==> config.mk <==
export PLATFORM = sky130hd
export DESIGN_NAME = counter_sequencer
export DESIGN_NICKNAME = d
export VERILOG_FILES = /design/src/rtl/counter_seq_pkg.sv /design/src/rtl/tick_gen.sv /design/src/rtl/counter_sequencer.sv
export SDC_FILE = /design/constraint.sdc
export NUM_CORES = 1
export LEC_CHECK = 0
export ABC_AREA = 1
export BUFFER_PORTS_ARGS = -buffer_cell sky130_fd_sc_hd__buf_2
export CORE_MARGIN = 2
export CORE_UTILIZATION = 47
export CTS_CLUSTER_DIAMETER = 40
export DETAILED_ROUTE_END_ITERATION = 10
export PLACE_DENSITY = 0.74
export SLEW_MARGIN = 20
export SYNTH_ARGS = -nofsm -noshare
export SYNTH_HDL_FRONTEND = slang
export SYNTH_SLANG_ARGS = --single-unit
==> constraint.sdc <==
create_clock -name clk -period 1.8 [get_ports clk]
set_input_delay 0.18 -clock clk [delete_from_list [all_inputs] [get_ports clk]]
set_output_delay 0.18 -clock clk [all_outputs]
set_load 0.01 [all_outputs]
==> src/rtl/counter_seq_pkg.sv <==
// ----------------------------------------------------------------------------
// counter_seq_pkg
//
// Shared definitions for the counter_sequencer block.
//   - state_e       : sequencer state encoding (IDLE = 0, RUN = 1)
//   - DefaultWidth  : default counter / limit width
//   - DefaultPreW   : default prescale field width
//   - DefaultPerW   : default completed-period tally width
// ----------------------------------------------------------------------------
package counter_seq_pkg;

    localparam int unsigned DefaultWidth = 8;
    localparam int unsigned DefaultPreW  = 4;
    localparam int unsigned DefaultPerW  = 8;

    typedef enum logic [0:0] {
        StIdle = 1'b0,
        StRun  = 1'b1
    } state_e;

endpackage

==> src/rtl/tick_gen.sv <==
// ----------------------------------------------------------------------------
// tick_gen
//
// Cycle prescaler for the counter_sequencer. Produces one tick every
// pre_q+1 enabled cycles. The internal counter pre_cnt runs 0..pre_q.
//
// Ports:
//   clk     in   system clock
//   rst     in   synchronous active-high reset
//   clear   in   restart the prescaler from 0 (accepted start)
//   enable  in   prescaler runs only while high (sequencer in RUN)
//   pre_q   in   latched prescale value
//   tick    out  high on the cycle the prescaler reaches pre_q
// ----------------------------------------------------------------------------
module tick_gen
    import counter_seq_pkg::*;
#(
    parameter int unsigned PRE_W = DefaultPreW
) (
    input  logic             clk,
    input  logic             rst,
    input  logic             clear,
    input  logic             enable,
    input  logic [PRE_W-1:0] pre_q,
    output logic             tick
);

    logic [PRE_W-1:0] pre_cnt;

    assign tick = enable && (pre_cnt == pre_q);

    // clear wins over tick so a restart always begins a full prescale interval.
    always_ff @(posedge clk) begin
        if (rst) begin
            pre_cnt <= '0;
        end else if (clear) begin
            pre_cnt <= '0;
        end else if (tick) begin
            pre_cnt <= '0;
        end else if (enable) begin
            pre_cnt <= pre_cnt + 1'b1;
        end
    end

endmodule

==> src/rtl/counter_sequencer.sv <==
// ----------------------------------------------------------------------------
// counter_sequencer
//
// Interval timer controller: sequences an up-counter from 0 to a latched
// terminal value, advancing once per prescaled tick. One-shot mode stops at
// the terminal value; periodic mode reloads to 0 and keeps running.
//
// Ports:
//   clk       in   system clock
//   rst       in   synchronous active-high reset
//   start     in   strobe: latch config and (re)start counting from 0
//   stop      in   strobe: halt counting, hold count (beats start)
//   periodic  in   mode sampled on start: 1 = auto-reload, 0 = one-shot
//   limit     in   terminal count sampled on start
//   prescale  in   tick divider sampled on start (tick every prescale+1)
//   count     out  current counter value
//   busy      out  high while running
//   done      out  one-cycle pulse after the terminal tick
//   periods   out  done pulses since the last start (wraps)
// ----------------------------------------------------------------------------
module counter_sequencer
    import counter_seq_pkg::*;
#(
    parameter int unsigned WIDTH = DefaultWidth,
    parameter int unsigned PRE_W = DefaultPreW,
    parameter int unsigned PER_W = DefaultPerW
) (
    input  logic             clk,
    input  logic             rst,
    input  logic             start,
    input  logic             stop,
    input  logic             periodic,
    input  logic [WIDTH-1:0] limit,
    input  logic [PRE_W-1:0] prescale,
    output logic [WIDTH-1:0] count,
    output logic             busy,
    output logic             done,
    output logic [PER_W-1:0] periods
);

    state_e state_q, state_d;

    logic [WIDTH-1:0] count_q, count_d;
    logic [PER_W-1:0] periods_q, periods_d;
    logic             done_q, done_d;

    // Configuration captured on an accepted start only.
    logic [WIDTH-1:0] limit_q, limit_d;
    logic [PRE_W-1:0] pre_q, pre_d;
    logic             per_q, per_d;

    logic clear;
    logic tick;
    logic terminal;

    tick_gen #(
        .PRE_W (PRE_W)
    ) u_tick_gen (
        .clk    (clk),
        .rst    (rst),
        .clear  (clear),
        .enable (state_q == StRun),
        .pre_q  (pre_q),
        .tick   (tick)
    );

    assign terminal = (count_q == limit_q);

    // Priority: stop > start > tick. A start or stop landing on the terminal
    // tick suppresses that tick's done pulse and period increment.
    always_comb begin
        state_d   = state_q;
        count_d   = count_q;
        periods_d = periods_q;
        done_d    = 1'b0;
        limit_d   = limit_q;
        pre_d     = pre_q;
        per_d     = per_q;
        clear     = 1'b0;

        if (stop) begin
            state_d = StIdle;
        end else if (start) begin
            state_d   = StRun;
            count_d   = '0;
            periods_d = '0;
            limit_d   = limit;
            pre_d     = prescale;
            per_d     = periodic;
            clear     = 1'b1;
        end else begin
            unique case (state_q)
                StIdle: begin
                    // Hold everything until the next start.
                end
                StRun: begin
                    if (tick) begin
                        if (terminal) begin
                            done_d    = 1'b1;
                            periods_d = periods_q + 1'b1;
                            if (per_q) begin
                                count_d = '0;
                            end else begin
                                state_d = StIdle;
                            end
                        end else begin
                            count_d = count_q + 1'b1;
                        end
                    end
                end
            endcase
        end
    end

    always_ff @(posedge clk) begin
        if (rst) begin
            state_q   <= StIdle;
            count_q   <= '0;
            periods_q <= '0;
            done_q    <= 1'b0;
            limit_q   <= '0;
            pre_q     <= '0;
            per_q     <= 1'b0;
        end else begin
            state_q   <= state_d;
            count_q   <= count_d;
            periods_q <= periods_d;
            done_q    <= done_d;
            limit_q   <= limit_d;
            pre_q     <= pre_d;
            per_q     <= per_d;
        end
    end

    assign count   = count_q;
    assign busy    = (state_q == StRun);
    assign done    = done_q;
    assign periods = periods_q;

endmodule

==> out/summary.md, run 1 <==
Power and ir drop
• worst ir drop on vdd: 542 µV
• Pleak: 0.984 nW
• power density over the cells: 777 mW/mm²

Setup path
• kind of critical path: reg2reg
• delay of the slowest cell on the worst path: 0.45 ns
• launching element type of the critical path: flop
• crit-path cells: nand2_1 > nand2_1 > nand2_1 > nor2_2 > nand2_4 > nand2_2 > nand2_2 > a21oi_1 > nor2_1
• CP max-delay cell: dfxtp_1
• critical path data arrival time: 1.74 ns
• flop2flop setup slack: 0.24 ns
• kind of capture point of the worst setup path: flop
• most repeated library cell on the critical path: nand2_1
• CP max FO: 11
• required time of the critical path: 1.98 ns

Timing
• Period Utilization, post-route: 86.8%
• worst clock skew on the final layout: 0.00539 ns
• Setup Viol. Count Final: 0
• setup repair after global routing missed its margin: no
• upper clock frequency limit: 640 MHz
• setup TNS after final layout: 0 ns
• final critical path time including I/O delays and setup: 1.56 ns
• number of pins exceeding their max-slew limit in the final report: 0
• Least-Margin Pin Slew: 0.398 ns
• Fin. Hold Viols: 0
• worst slew slack as a fraction of its limit: 73.5%

Die
• die height: 66.9 µm
• number of ports placed on the die boundary: 35
• Core ar.: 0.00372 mm²
• Row Count: 22
• starting density of the core: 50.0%
• Die Area: 0.00447 mm²
• die span in x: 66.9 µm

GRT
• antenna violations before repair: 0
• wire length of the first global-routing pass: 6.73 mm
• Overall Global Routing Usage: 19.8%
• routing layer with the top usage in global route: met2
• met2 track demand over resource: 33.4%
• met3 Resource Use GR: 4.56%
• number of global-route vias before repair: 1,618
• pin count of the biggest net entering global routing: 22
• total global routing overflow: 0
• met1 usage: 24.3%

CTS
• clock-pin slew of the registers on the worst-case setup and hold paths: 0.07 ns
• CTS Hold Buffers Added: 0
• CTS tree: built
• total clock buffers created by CTS: 5
• CTS H-tree depth: 2
• number of setup buffers added after CTS: 0
• clk sinks: 35
• root buffer cell: clkbuf_8
• Bufs on Longest Clock Path: 2
• clock latency on the worst-skew pair: 0.28 ns
• count of instances resized after the clock tree is built: 0

Layout
• Final Instance Count excl. Fillers: 356
• Post-Layout Inst Area: 0.00214 mm²
• final-stage net count: 328
• Area Growth Syn to Fin: 15.5%
• Filler cells: 390
• layout cells sized above 1: 20.5%
• antenna fix cells: 0

Drt
• Final ANT Viol Nets: 0
• remaining design rule violation count: 0
• post-DR vias/cell: 4.93
• DRT Pass-1 Iters: 4
• aggregate routed wire length: 3.84 mm
• starting DRC count in detailed routing: 93
• routed via count: 1,755
• Wirelength per Cell: 10.8 µm

Logic synthesis
• ranking of synthesized cells by area: dfxtp_1 (38%), nand2_1 (12%), nor2_1 (8.9%)
• asr flop ratio synth: 0%
• number of warnings issued by yosys: 0
• number of library cell types mapped by synthesis: 30
• mean cell area of the mapped netlist: 6.83 µm²
• net count of the mapped netlist: 292
• share of synthesized area occupied by flip-flops and latches: 37.7%
• gate count of the mapped netlist: 272
• Syn Std Cell Area: 0.00186 mm²
• largest area contributor in the synthesized netlist: dfxtp_1
• top-area cell type share of the netlist area: 37.7%
• number of flip-flops and latches in the synthesized netlist: 35
• predominant post-synthesis flop cell: dfxtp_1
• count of flip-flops with a built-in enable after synthesis: 0

Placed design
• total instance count after detailed placement: 349
• Post-Place Cell Area: 0.00206 mm²
• post-DP HPWL: 2.82 mm
• gpl congestion: 0.883
• number of input and output port buffers inserted: 34

Hold path
• hold crit path type: in2reg

Job
• number of max-cap violations: 0

Run status
• outcome: complete, no violations

==> cells in the mapped netlist, types with 2 or more instances <==
| master | count |
|---|---|
| a21oi_1 | 20 |
| buf_2 | 3 |
| buf_6 | 2 |
| clkbuf_1 | 2 |
| dfxtp_1 | 35 |
| ha_1 | 3 |
| inv_1 | 24 |
| inv_2 | 6 |
| nand2_1 | 60 |
| nand2_2 | 3 |
| nand2_4 | 2 |
| nand3_1 | 21 |
| nand4_1 | 2 |
| nor2_1 | 44 |
| nor2_2 | 4 |
| nor3_1 | 2 |
| nor3b_1 | 2 |
| o21ai_0 | 15 |
| o21bai_1 | 2 |
| xnor2_1 | 5 |
| xor2_1 | 6 |
==> placed cells by master, fill, tap and decap left out, drive strengths merged, types with 3 or more instances in the layout <==
master / n
nand4: 3
clkbuf: 6
a21oi: 20
nor2: 48
nand3: 22
xor2: 6
nand2: 65
buf: 37
nor3: 3
o21ai: 16
xnor2: 5
inv: 31
dfxtp: 35
ha: 3
==> worst max-delay path: cells and delay by family, from the launching register on <==
family / cells / cell delay (ns)
AO/OA/AOI/OAI: 1 / 0.14
flip-flops: 1 / 0.45
AND/OR/NAND/NOR: 8 / 0.86
==> stage by stage <==
stage	util [%]	power [mW]	hold WS, ns	worst slack (ns)
2_1_floorplan	-	1.06	0.249	0.446
3_3_place_gp	55.4	1.12	0.405	0.260
3_5_place_dp	55.4	1.12	0.407	0.244
4_1_cts	57.7	1.68	0.121	0.233
5_1_grt	57.7	1.76	0.151	0.0739
6_report	57.7	1.67	0.126	0.238
==> flip-flops by register name, indices dropped and copies added, names as in the netlist <==
name / count
done: 1
busy: 1
u_tick_gen.pre_cnt: 4
per_q: 1
count: 8
limit_q: 8
pre_q: 4
periods: 8
==> layout make-up <==
cell class	count	area [µm²]	share of cell area, %
multi-input cells	198	985	45.9
clock inverters	1	5.00	0.233
well taps	48	60.1	2.80
repair buffers	37	193	8.98
clock buffers	6	82.6	3.85
flip-flops and latches	35	701	32.7
inverters	31	119	5.54
==> report_power, final <==
group	internal, mW	switching [mW]
sequential	0.810	0.0289
combinational	0.0993	0.169
clock	0.300	0.258
==> logic make-up after synthesis <==
kind of cell,count (synthesis),share of synthesized area (%)
AO/OA/AOI/OAI,38,10.5
buffers and inverters,39,9.23
adder cells (fa/ha/maj),3,2.02
XOR/XNOR,11,5.19
flip-flops,35,37.7
AND/OR/NAND/NOR,145,34.8
multiplexers,1,0.539
==> routing by layer <==
metal  vias up  share of wire, %
met5         -                 0
met4         0              0.68
met3         2               4.2
met2        33                47
met1       787                48
li1        933                 -
==> path summary, 6_finish.rpt <==
kind / start / endpoint / cells after the start
worst max-delay path: count[5] / periods[0] / 9
worst min-delay path: limit[7] / limit_q[7] / 3
worst max register to register: count[5] / periods[0] / 9
worst min register to register: limit_q[0] / limit_q[0] / 2
(Power assumes the default switching activity.)
==> run 2, diff against run 1 <==
CORE_UTILIZATION = 33   (was 47)
PLACE_DENSITY = 0.57   (was 0.74)
==> out/summary.md, run 2 (synthesized netlist as in run 1, its figures left out) <==
Power and ir drop
• Flop pwr share: 50.5%, about the same
• worst ir drop on vdd: 386 µV, -29%
• cell internal pwr: 1.18 mW, -2.1%
• part of the power in the clock network: 33.0%, -0.5 points
• Pleak: 0.989 nW, +0.52%
• power density over the cells: 760 mW/mm², -2.2%
• combinational fraction of design power: 16.5%, +0.4 points
• Switching Fraction: 28.6%, +1.2 points
• switching pwr: 0.475 mW, +4.1%

CTS
• clk sinks: 35, unchanged
• Bufs on Longest Clock Path: 2, unchanged
• root buffer cell: clkbuf_8
• clock latency on the worst-skew pair: 0.28 ns, about the same
• CTS tree: built
• count of instances resized after the clock tree is built: 0, unchanged
• clock-pin slew of the registers on the worst-case setup and hold paths: 0.07 ns, about the same
• CTS H-tree depth: 2, unchanged
• number of setup buffers added after CTS: 0, unchanged
• total clock buffers created by CTS: 5, unchanged
• CTS Hold Buffers Added: 0, unchanged

Setup path
• kind of capture point of the worst setup path: flop
• critical path data arrival time: 1.78 ns, +0.04 ns
• required time of the critical path: 1.98 ns, about the same
• launching element type of the critical path: flop
• CP max FO: 11, unchanged
• Stages on worst setup path: 8, -1
• most repeated library cell on the critical path: nand2_2
• kind of critical path: reg2reg
• CP max-delay cell: dfxtp_1
• delay of the slowest cell on the worst path: 0.49 ns, +0.04 ns
• Top Family by Delay on Critical Path: simple AND/OR/NAND/NOR gates
• depth of the most critical reg-to-reg path: 8, -1
• crit-path cells: xnor2_1 > nand2_1 > nor2_2 > nand2_4 > nand2_2 > nand2_2 > a21oi_1 > nor2_1
• Critical path buffers and inverters: 0, unchanged

Layout
• highest-count cells in the layout ignoring fill and taps: nand2_1 (60), nor2_1 (44), dfxtp_1 (35)
• Filler cells: 597, +53%
• antenna fix cells: 0, unchanged
• commonest non-fill, non-tap cell in the layout: nand2_1
• multi-input combinational cell area: 985 µm², unchanged
• Layout Utilization: 39.9%, -18 points
• layout cells sized above 1: 20.6%, +0.12 points
• register area: 701 µm², unchanged
• Area Growth Syn to Fin: 17.6%
• final-stage net count: 330, +0.61%

Drt
• Wirelength per Cell: 10.9 µm, +0.85%
• met3 WL: 229 µm, +43%
• routed via count: 1,766, +0.63%
• highest routed metal layer: met4
• aggregate routed wire length: 4.16 mm, +8.5%
• post-DR vias/cell: 4.61, -6.5%
• routed metal-1 wire length: 2.01 mm, +9.2%
• DR WL met2: 1.86 mm, +3.2%
• Final ANT Viol Nets: 0, unchanged
• DRT Pass-1 Iters: 4, unchanged
• starting DRC count in detailed routing: 122, +31%
• remaining design rule violation count: 0, unchanged

Die
• die span in x: 79.0 µm, +18%
• die height: 79.0 µm, +18%
• number of ports placed on the die boundary: 35, unchanged
• starting density of the core: 33.9%, -16 points
• Core ar.: 0.00547 mm², +47%
• Row Count: 27, +23%
• Die Area: 0.00624 mm², +40%

Timing
• upper clock frequency limit: 626 MHz, -2.3%
• hold slack: 0.119 ns, -0.00754 ns
• Least-Margin Pin Slew: 0.297 ns, -0.100 ns
• Fin. Hold Viols: 0, unchanged
• setup repair after global routing missed its margin: no
• setup TNS after final layout: 0 ns, unchanged
• worst clock skew on the final layout: 0.00729 ns, +0.00190 ns
• number of pins exceeding their max-slew limit in the final report: 0, unchanged
• worst slew slack as a fraction of its limit: 80.0%, +6.5 points
• Period Utilization, post-route: 88.8%, +2.0 points
• Setup Viol. Count Final: 0, unchanged
• final critical path time including I/O delays and setup: 1.60 ns, +0.0368 ns

GRT
• antenna violations before repair: 0, unchanged
• pin count of the biggest net entering global routing: 22, unchanged
• wire length of the first global-routing pass: 7.23 mm, +7.4%
• total global routing overflow: 0, unchanged
• number of global-route vias before repair: 1,644, +1.6%
• Overall Global Routing Usage: 14.5%, -5.2 points

Placed design
• number of input and output port buffers inserted: 34, unchanged
• post-DP HPWL: 3.14 mm, +11%
• gpl congestion: 0.832, -5.8%

Job
• number of max-cap violations: 0, unchanged

Run status
• outcome: complete, no violations

Hold path
• instance count along the most critical hold path: 3, unchanged
• hold crit path type: in2reg

-- run 2: cell count changes in the layout (fill, tap and decap cells not counted) --
| cell | previous run | this run |
|---|---|---|
| clkbuf_1 | 0 | 2 |
| buf_4 | 3 | 5 |
| clkbuf_8 | 6 | 5 |
-- run 2: final cells by class --
class,instances,area share (%)
clock buffers,7,3.50
clock inverters,1,0.229
inverters,31,5.44
multi-input cells,198,45.1
flip-flops and latches,35,32.1
well taps,72,4.13
repair buffers,39,9.51
-- run 2: worst paths after layout --
check          endpoint       start  slack [ns]
max          periods[0]    count[3]        0.20
min          limit_q[7]    limit[7]        0.12
max reg2reg  periods[0]    count[3]        0.20
min reg2reg  limit_q[1]  limit_q[1]        0.47
-- run 2: worst register-to-register path, cell delays in order, from the launching register on --
cell     delay, ns
dfxtp_1       0.49
xnor2_1       0.16
nand2_1       0.09
nor2_2        0.13
nand2_4       0.08
nand2_2       0.21
nand2_2       0.16
a21oi_1       0.14
nor2_1        0.05
-- run 2: layer usage --
| layer | vias up | track usage [%] |
|---|---|---|
| li1 | 936 | - |
| met1 | 782 | 18.1 |
| met2 | 41 | 23.6 |
| met3 | 7 | 4.66 |
| met4 | 0 | 5.00 |
| met5 | - | 0 |
-- run 2: power by group through the flow --
stage	sequential [mW]	clock (mW)	combinational (mW)
global placement	0.856	0	0.272
global route	0.843	0.603	0.316
CTS	0.838	0.568	0.278
detailed placement	0.856	0	0.276
finish	0.838	0.547	0.274
floorplan	0.857	0	0.202
-- run 2: per-stage QoR --
| step | power, mW | area (µm²) | std cells | setup WS [ns] |
|---|---|---|---|---|
| final | 1.66 | 2180 | 383 | 0.202 |
| after global routing | 1.76 | 2180 | 383 | 0.0671 |
| after CTS | 1.68 | 2180 | 383 | 0.221 |
| after detailed placement | 1.13 | 2100 | 375 | 0.229 |
| after global placement | 1.13 | 2100 | 375 | 0.269 |
| after floorplan | 1.06 | 1860 | 272 | 0.446 |
